**src/rtl/mem_reg.sv**
```systemverilog
// ----------------------------------------------------------------------------
// mem_reg -- general-purpose register file with two combinational read ports
// and one synchronous write port.
//
// Register 0 is hardwired to zero. Addresses at or beyond p_REG_FILE_SIZE read
// as zero and ignore writes. Reads have no write bypass: a register written on
// a given edge shows its new value only after that edge.
//
// Ports:
//   i_clk        in   1               clock, rising edge
//   i_rst_n      in   1               asynchronous active-low reset
//   i_src1       in   p_REG_ADDR_LEN  read port 1 address
//   i_src2       in   p_REG_ADDR_LEN  read port 2 address
//   o_src1_data  out  p_WORD_LEN      read port 1 data
//   o_src2_data  out  p_WORD_LEN      read port 2 data
//   i_tgt        in   p_REG_ADDR_LEN  write address
//   i_tgt_data   in   p_WORD_LEN      write data
//   i_wr_en      in   1               write enable, active-high
//
// Optional build macro MEM_REG_DBG_PORT_EN adds a third read port:
//   i_dbg_addr   in   p_REG_ADDR_LEN  debug read address
//   o_dbg_data   out  p_WORD_LEN      debug read data
// ----------------------------------------------------------------------------
module mem_reg #(
  parameter int p_WORD_LEN      = 16,
  parameter int p_REG_ADDR_LEN  = 3,
  parameter int p_REG_FILE_SIZE = 8
) (
  input  logic                      i_clk,
  input  logic                      i_rst_n,
  input  logic [p_REG_ADDR_LEN-1:0] i_src1,
  input  logic [p_REG_ADDR_LEN-1:0] i_src2,
  output logic [p_WORD_LEN-1:0]     o_src1_data,
  output logic [p_WORD_LEN-1:0]     o_src2_data,
  input  logic [p_REG_ADDR_LEN-1:0] i_tgt,
  input  logic [p_WORD_LEN-1:0]     i_tgt_data,
  input  logic                      i_wr_en
`ifdef MEM_REG_DBG_PORT_EN
  ,
  input  logic [p_REG_ADDR_LEN-1:0] i_dbg_addr,
  output logic [p_WORD_LEN-1:0]     o_dbg_data
`endif
);

  logic [p_WORD_LEN-1:0] regs [p_REG_FILE_SIZE];

  // An address is backed by storage only if it is nonzero and inside the file.
  function automatic logic addr_live(input logic [p_REG_ADDR_LEN-1:0] a);
    return (a != '0) && (int'(a) < p_REG_FILE_SIZE);
  endfunction

  // Reads are also gated by reset so outputs are zero for the whole time
  // reset is held, independent of the register contents.
  function automatic logic [p_WORD_LEN-1:0] rd_port(
    input logic [p_REG_ADDR_LEN-1:0] a,
    input logic                      rst_n
  );
    logic [p_WORD_LEN-1:0] d;
    d = '0;
    if (rst_n && addr_live(a)) d = regs[int'(a)];
    return d;
  endfunction

  always_ff @(posedge i_clk or negedge i_rst_n) begin
    if (!i_rst_n) begin
      for (int i = 0; i < p_REG_FILE_SIZE; i++) regs[i] <= '0;
    end else if (i_wr_en && addr_live(i_tgt)) begin
      regs[int'(i_tgt)] <= i_tgt_data;
    end
  end

  always_comb begin
    o_src1_data = rd_port(i_src1, i_rst_n);
    o_src2_data = rd_port(i_src2, i_rst_n);
  end

`ifdef MEM_REG_DBG_PORT_EN
  always_comb begin
    o_dbg_data = rd_port(i_dbg_addr, i_rst_n);
  end
`endif

endmodule

```
**config.mk**
```make
export PLATFORM = sky130hd
export DESIGN_NAME = mem_reg
export DESIGN_NICKNAME = d
export VERILOG_FILES = /design/src/rtl/mem_reg.sv
export SDC_FILE = /design/constraint.sdc
export NUM_CORES = 1
export LEC_CHECK = 0
export BUFFER_PORTS_ARGS = -buffer_cell sky130_fd_sc_hd__buf_2
export CORE_UTILIZATION = 54
export CTS_CLUSTER_SIZE = 12
export DETAILED_ROUTE_END_ITERATION = 10
export MAX_ROUTING_LAYER = met4
export PLACE_DENSITY = 0.88
export SLEW_MARGIN = 0
export SYNTH_ARGS = -nofsm -noshare
export SYNTH_HDL_FRONTEND = slang
export SYNTH_SLANG_ARGS = --single-unit
```
**constraint.sdc**
```tcl
create_clock -name i_clk -period 1.2 [get_ports i_clk]
set_input_delay 0.12 -clock i_clk [delete_from_list [all_inputs] [get_ports i_clk]]
set_output_delay 0.12 -clock i_clk [all_outputs]
set_load 0.02 [all_outputs]
```
Word-level counts from Yosys, hierarchy flattened
Cells that the tools add are included.

word-level totals
  register bits = 128
  bits of input ports = 28
  output and inout port bits = 32

cells by class
  magnitude comparators = 4
  mux-type cells = 11
  bitwise logic cells = 3
  reduce and logical (&&, ||, !) cells = 7

operators by type and width
  operator                                                                              number
  128-bit bitwise mux                                                                   1
  16-bit 2-to-1 mux                                                                     7
  16-bit binary-select mux with 3-bit select                                            2
  32-bit by 4-bit greater-or-equal comparator with 1-bit output, second input constant  3
  3-bit inverter with 32-bit output                                                     3
  16-bit demux with 3-bit select                                                        1
  32-bit by 1-bit < comparator with 1-bit output, second input constant                 1
  3-bit nonzero test                                                                    3
  1-bit logical AND                                                                     4

Logic depth before layout (Yosys ltp)
  depth in word-level cells = 6
  depth in mapped cells = 6
  depth with buffers taken out = 3

Worst setup path before layout
OpenSTA, ideal clock, no wires.

  path type = input to output
  start point = input i_src2[1]
  end point = output o_src2_data[12]
  arrival = 1231 ps
  path slack = -151 ps
  stages = 5
  buffers on the path = 2
  cells stage by stage = buf_2 > or2_2 > clkbuf_1 > o22a_1 > a21oi_1

on the way
  word-level cells in the longest chain between the ends = 5
  elaborated cells between the ends (all ways) = 7
  those cells by class = 4 x mux; 1 x bitwise; 2 x reduce/logical

RTL lines
  what                                                     line  RTL
  from (decl)                                              32    input logic [p_REG_ADDR_LEN-1:0] i_src2,
  3-bit inverter with 32-bit output (implied by the code)  60    if (rst_n && addr_live(a)) d = regs[int'(a)];
  16-bit binary-select mux with 3-bit select               60
  16-bit 2-to-1 mux (implied by the code) (2 in series)    60
  16-bit 2-to-1 mux (*)                                    60
  to (decl)                                                34    output logic [p_WORD_LEN-1:0] o_src2_data,

Every way passes the cells marked *; elsewhere a longest branch is shown, timed or not. The select of a mux whose other input is x is not followed.

Worst setup path in the final report
  start point = register regs[87] (netlist name)
  end point = output o_src1_data[7]

on the way
  word-level cells in the longest chain between the ends = 4

RTL lines
  what                                                   line  RTL
  from (decl)                                            45    logic [p_WORD_LEN-1:0] regs [p_REG_FILE_SIZE];
  from (signal, indexed assignment)                      68    regs[int'(i_tgt)] <= i_tgt_data;
  16-bit binary-select mux with 3-bit select             60
  16-bit 2-to-1 mux (implied by the code) (2 in series)  60
  16-bit 2-to-1 mux                                      60
  to (decl)                                              33    output logic [p_WORD_LEN-1:0] o_src1_data,

No other way between the ends. The select of a mux whose other input is x is not followed.

==> impl_results.md <==
- Outcome: complete, but fails checks
- Failing checks: setup timing
- Post-synthesis cell area: about 6600 µm²
- Hold path depth: 2
- GRT busiest layer: met2
- Max FFs per register: around 120
- Syn avg cell area: about 15 µm²
- Commonest non-fill, non-tap cell in the layout: dfrtp_1
- Leakage power: roughly 4.2 nW
- Syn-to-layout area delta: 40.19%
- Core area: 11660 µm²
- Worst Hold Class: in -> reg
- Crit path to: o_src1_data[7]
- Vias in the first global route: approximately 5500
- Count of cell types in the netlist: 36
- Max_slew headroom: 0.5306
- Number of flops mapped to enable cells by yosys: 0
- Die area: about 13000 µm²
- Routed Antenna Nets: 0
- Clock period minus worst slack: about 1.8 ns
- Syn nets: between 400 and 500
- Final Instance Area: 9244 µm²
- Initial Utilization: 0.5654
- Wire per inst: 26.45 µm
- Register-to-register path setup slack: approximately 0.13 ns
- Num CTS Buffers: 17
- Finish-stage setup viols: 32
- Cell row count: 39
- Max clock buf depth: 2
- Arr. time, crit path: about 1.7 ns
- Num Clock Sinks: ~120
- First-pass GRT wire length: 31.33 mm
- DRT iter0 DRCs: around 340
- Critical path class: reg -> out
- Drt first pass iters: 5
- Reg2reg start: regs[27]
- RR Endpoint: regs[27]
- Register area share after synthesis: 0.4516
- Post-Synthesis Cells: ~450
- Die Width: around 110 µm
- Final worst slack: -0.6452 ns
- RSZ-0062 raised after global routing: true
- Skew final: 0 ns
- DRT Wirelength: 20.52 mm
- Sequential Area: around 3000 µm²
- H-tree levels: 4
- Fmax: 542.0 MHz
- Reg clk slew, reported paths: roughly 0.060 ns
- Diode count: 0
- CTS tree: done
- GR Layer Usage met3: 0.08207
- Most frequent cells in the layout: 118 x dfrtp_1, 95 x buf_4, 86 x mux2_2
- Peak VDD IR: about 0.0012 V
- Register bank with the most flops: regs
- Power per Cell Area: 1686 nW/µm²
- Crit Path Max Fanout: 2
- Max-cap viol count: 0
- Multi-input logic area: between 3000 and 4000 µm²
- Routability cong.: 0.8442
- Crit. Startpoint: regs[87]
- Final period util: 1.538
- DP HPWL: around 12 mm
- Flops & latches, synth: around 120
- Vias/cell: approximately 6.4
- DRC violations left: 0
- Clock root cell: clkbuf_16
- Ys async rst share: 1.000
- Largest net degree at the start of global routing: 23
- I/O Pins: 60
- M1 GR Usage: 0.4061
- WP data required: around 1.1 ns
- Share of cells above drive strength 1: 0.6777
- Worst slew pin tran: 0.7009 ns
- Primary FF master, synth: dfrtp_1
- GRT overflow: 0
- IO buf count: 59
- Final Hold Viols: 0
- Antenna violations before repair: 0
- Cell depth of the worst flop-to-flop path: 3
- Critical Path Sink Type: primary output
- Final #Nets: about 650
- Die Ht: 112.5 µm
- Setup_tns: -17.83 ns
- All-Layer GR Usage: 0.3497
- Top flop regs: regs x119
- Ys Warns: 0
- Clk_lat worst skew: 0.41 ns
- Critical Path Start Type: flip-flop
- Fillers: between 600 and 700
- Vias: about 5000
- Max-slew violations: 0
- Dpl cell area: approximately 8100 µm²
- Met2 GRT Util: 0.5756
[through the flow]
step / utilization / worst slack [ns] / power, mW / instances / hold slack [ns]
2_1_floorplan: - / -0.05786 / 7.881 / 454 / -0.1756
3_3_place_gp: 0.6943 / -0.5385 / 9.145 / 726 / -0.01849
3_5_place_dp: 0.6943 / -0.5903 / 9.426 / 726 / -0.02738
4_1_cts: 0.7806 / -0.6292 / 15.33 / 773 / 0.01393
5_1_grt: 0.7926 / -0.6953 / 16.08 / 776 / 0.02790
6_report: 0.7926 / -0.6452 / 15.59 / 776 / 0.02753
[cell usage after synthesis (2+ instances only)]
master,n,share of area
a21oi_1,7,0.0053
a221o_1,15,0.023
a221oi_1,9,0.012
and4bb_1,2,0.0038
buf_12,2,0.0061
buf_2,10,0.0076
buf_4,4,0.0046
buf_6,10,0.017
clkbuf_1,17,0.0097
dfrtp_1,119,0.45
mux2_1,7,0.012
mux2_2,107,0.18
mux2_4,23,0.052
mux2i_1,28,0.043
mux4_2,25,0.085
nand2_1,3,0.0017
nand2b_1,2,0.0019
nand4b_4,3,0.011
nor2_1,9,0.0051
o211a_1,15,0.023
o21ai_0,8,0.0061
o21ai_1,2,0.0015
o22a_1,14,0.019
[logic make-up (layout without fill, tap and decap cells)]
group,count (synthesis),count (layout),share of synthesized area
flops,119,119,0.4516
mux,190,190,0.3750
buf+inv,48,227,0.05009
compound gates,72,72,0.09127
simple gates,25,25,0.03207
[layout make-up]
class                      instances  share of cell area
multi-input combinational        287              0.3990
sequential                       119              0.3223
timing repair buffer             193              0.1892
clock buffer                      21             0.05089
tap                              143             0.01936
clock inverter                    11             0.01841
inverter                           2           0.0008121
[layer usage]
metal	share of wire	routed length [µm]	vias to the layer above
met2	0.52	10570	216
met5	0	0	-
met4	0.033	678	0
met1	0.40	8168	2616
met3	0.054	1102	58
li1	-	-	2101
[critical path, stage by stage (launching register included)]
cell	delay (ns)
dfrtp_1	0.40
mux2_4	0.28
a221o_1	0.35
o211a_4	0.15
buf_6	0.12
[worst min-delay path by stage]
stage | startpoint | to
2_1_floorplan | i_rst_n | regs[0]
3_3_place_gp | i_rst_n | regs[63]
3_5_place_dp | i_rst_n | regs[79]
4_1_cts | i_tgt_data[8] | regs[56]
5_1_grt | i_tgt_data[7] | regs[71]
6_report | i_tgt_data[13] | regs[45]
[power breakdown]
group | internal (mW) | switching, mW | total (mW)
Clock | 3.64 | 1.84 | 5.48
Combinational | 2.75 | 1.81 | 4.56
Sequential | 4.86 | 0.689 | 5.55
Total | 11.2 | 4.34 | 15.6
[repair_timing]
action | 4_1_cts | 5_1_grt
endpoints found under the setup margin | 32 | 32
hold endpoints to repair | 102 | 0
hold buffers | 9 | 0
setup buffers | 6 | 8
pin swaps | 16 | 19
gates resized for setup | 71 | 30
No activity file was read; power rests on OpenSTA's default activity.
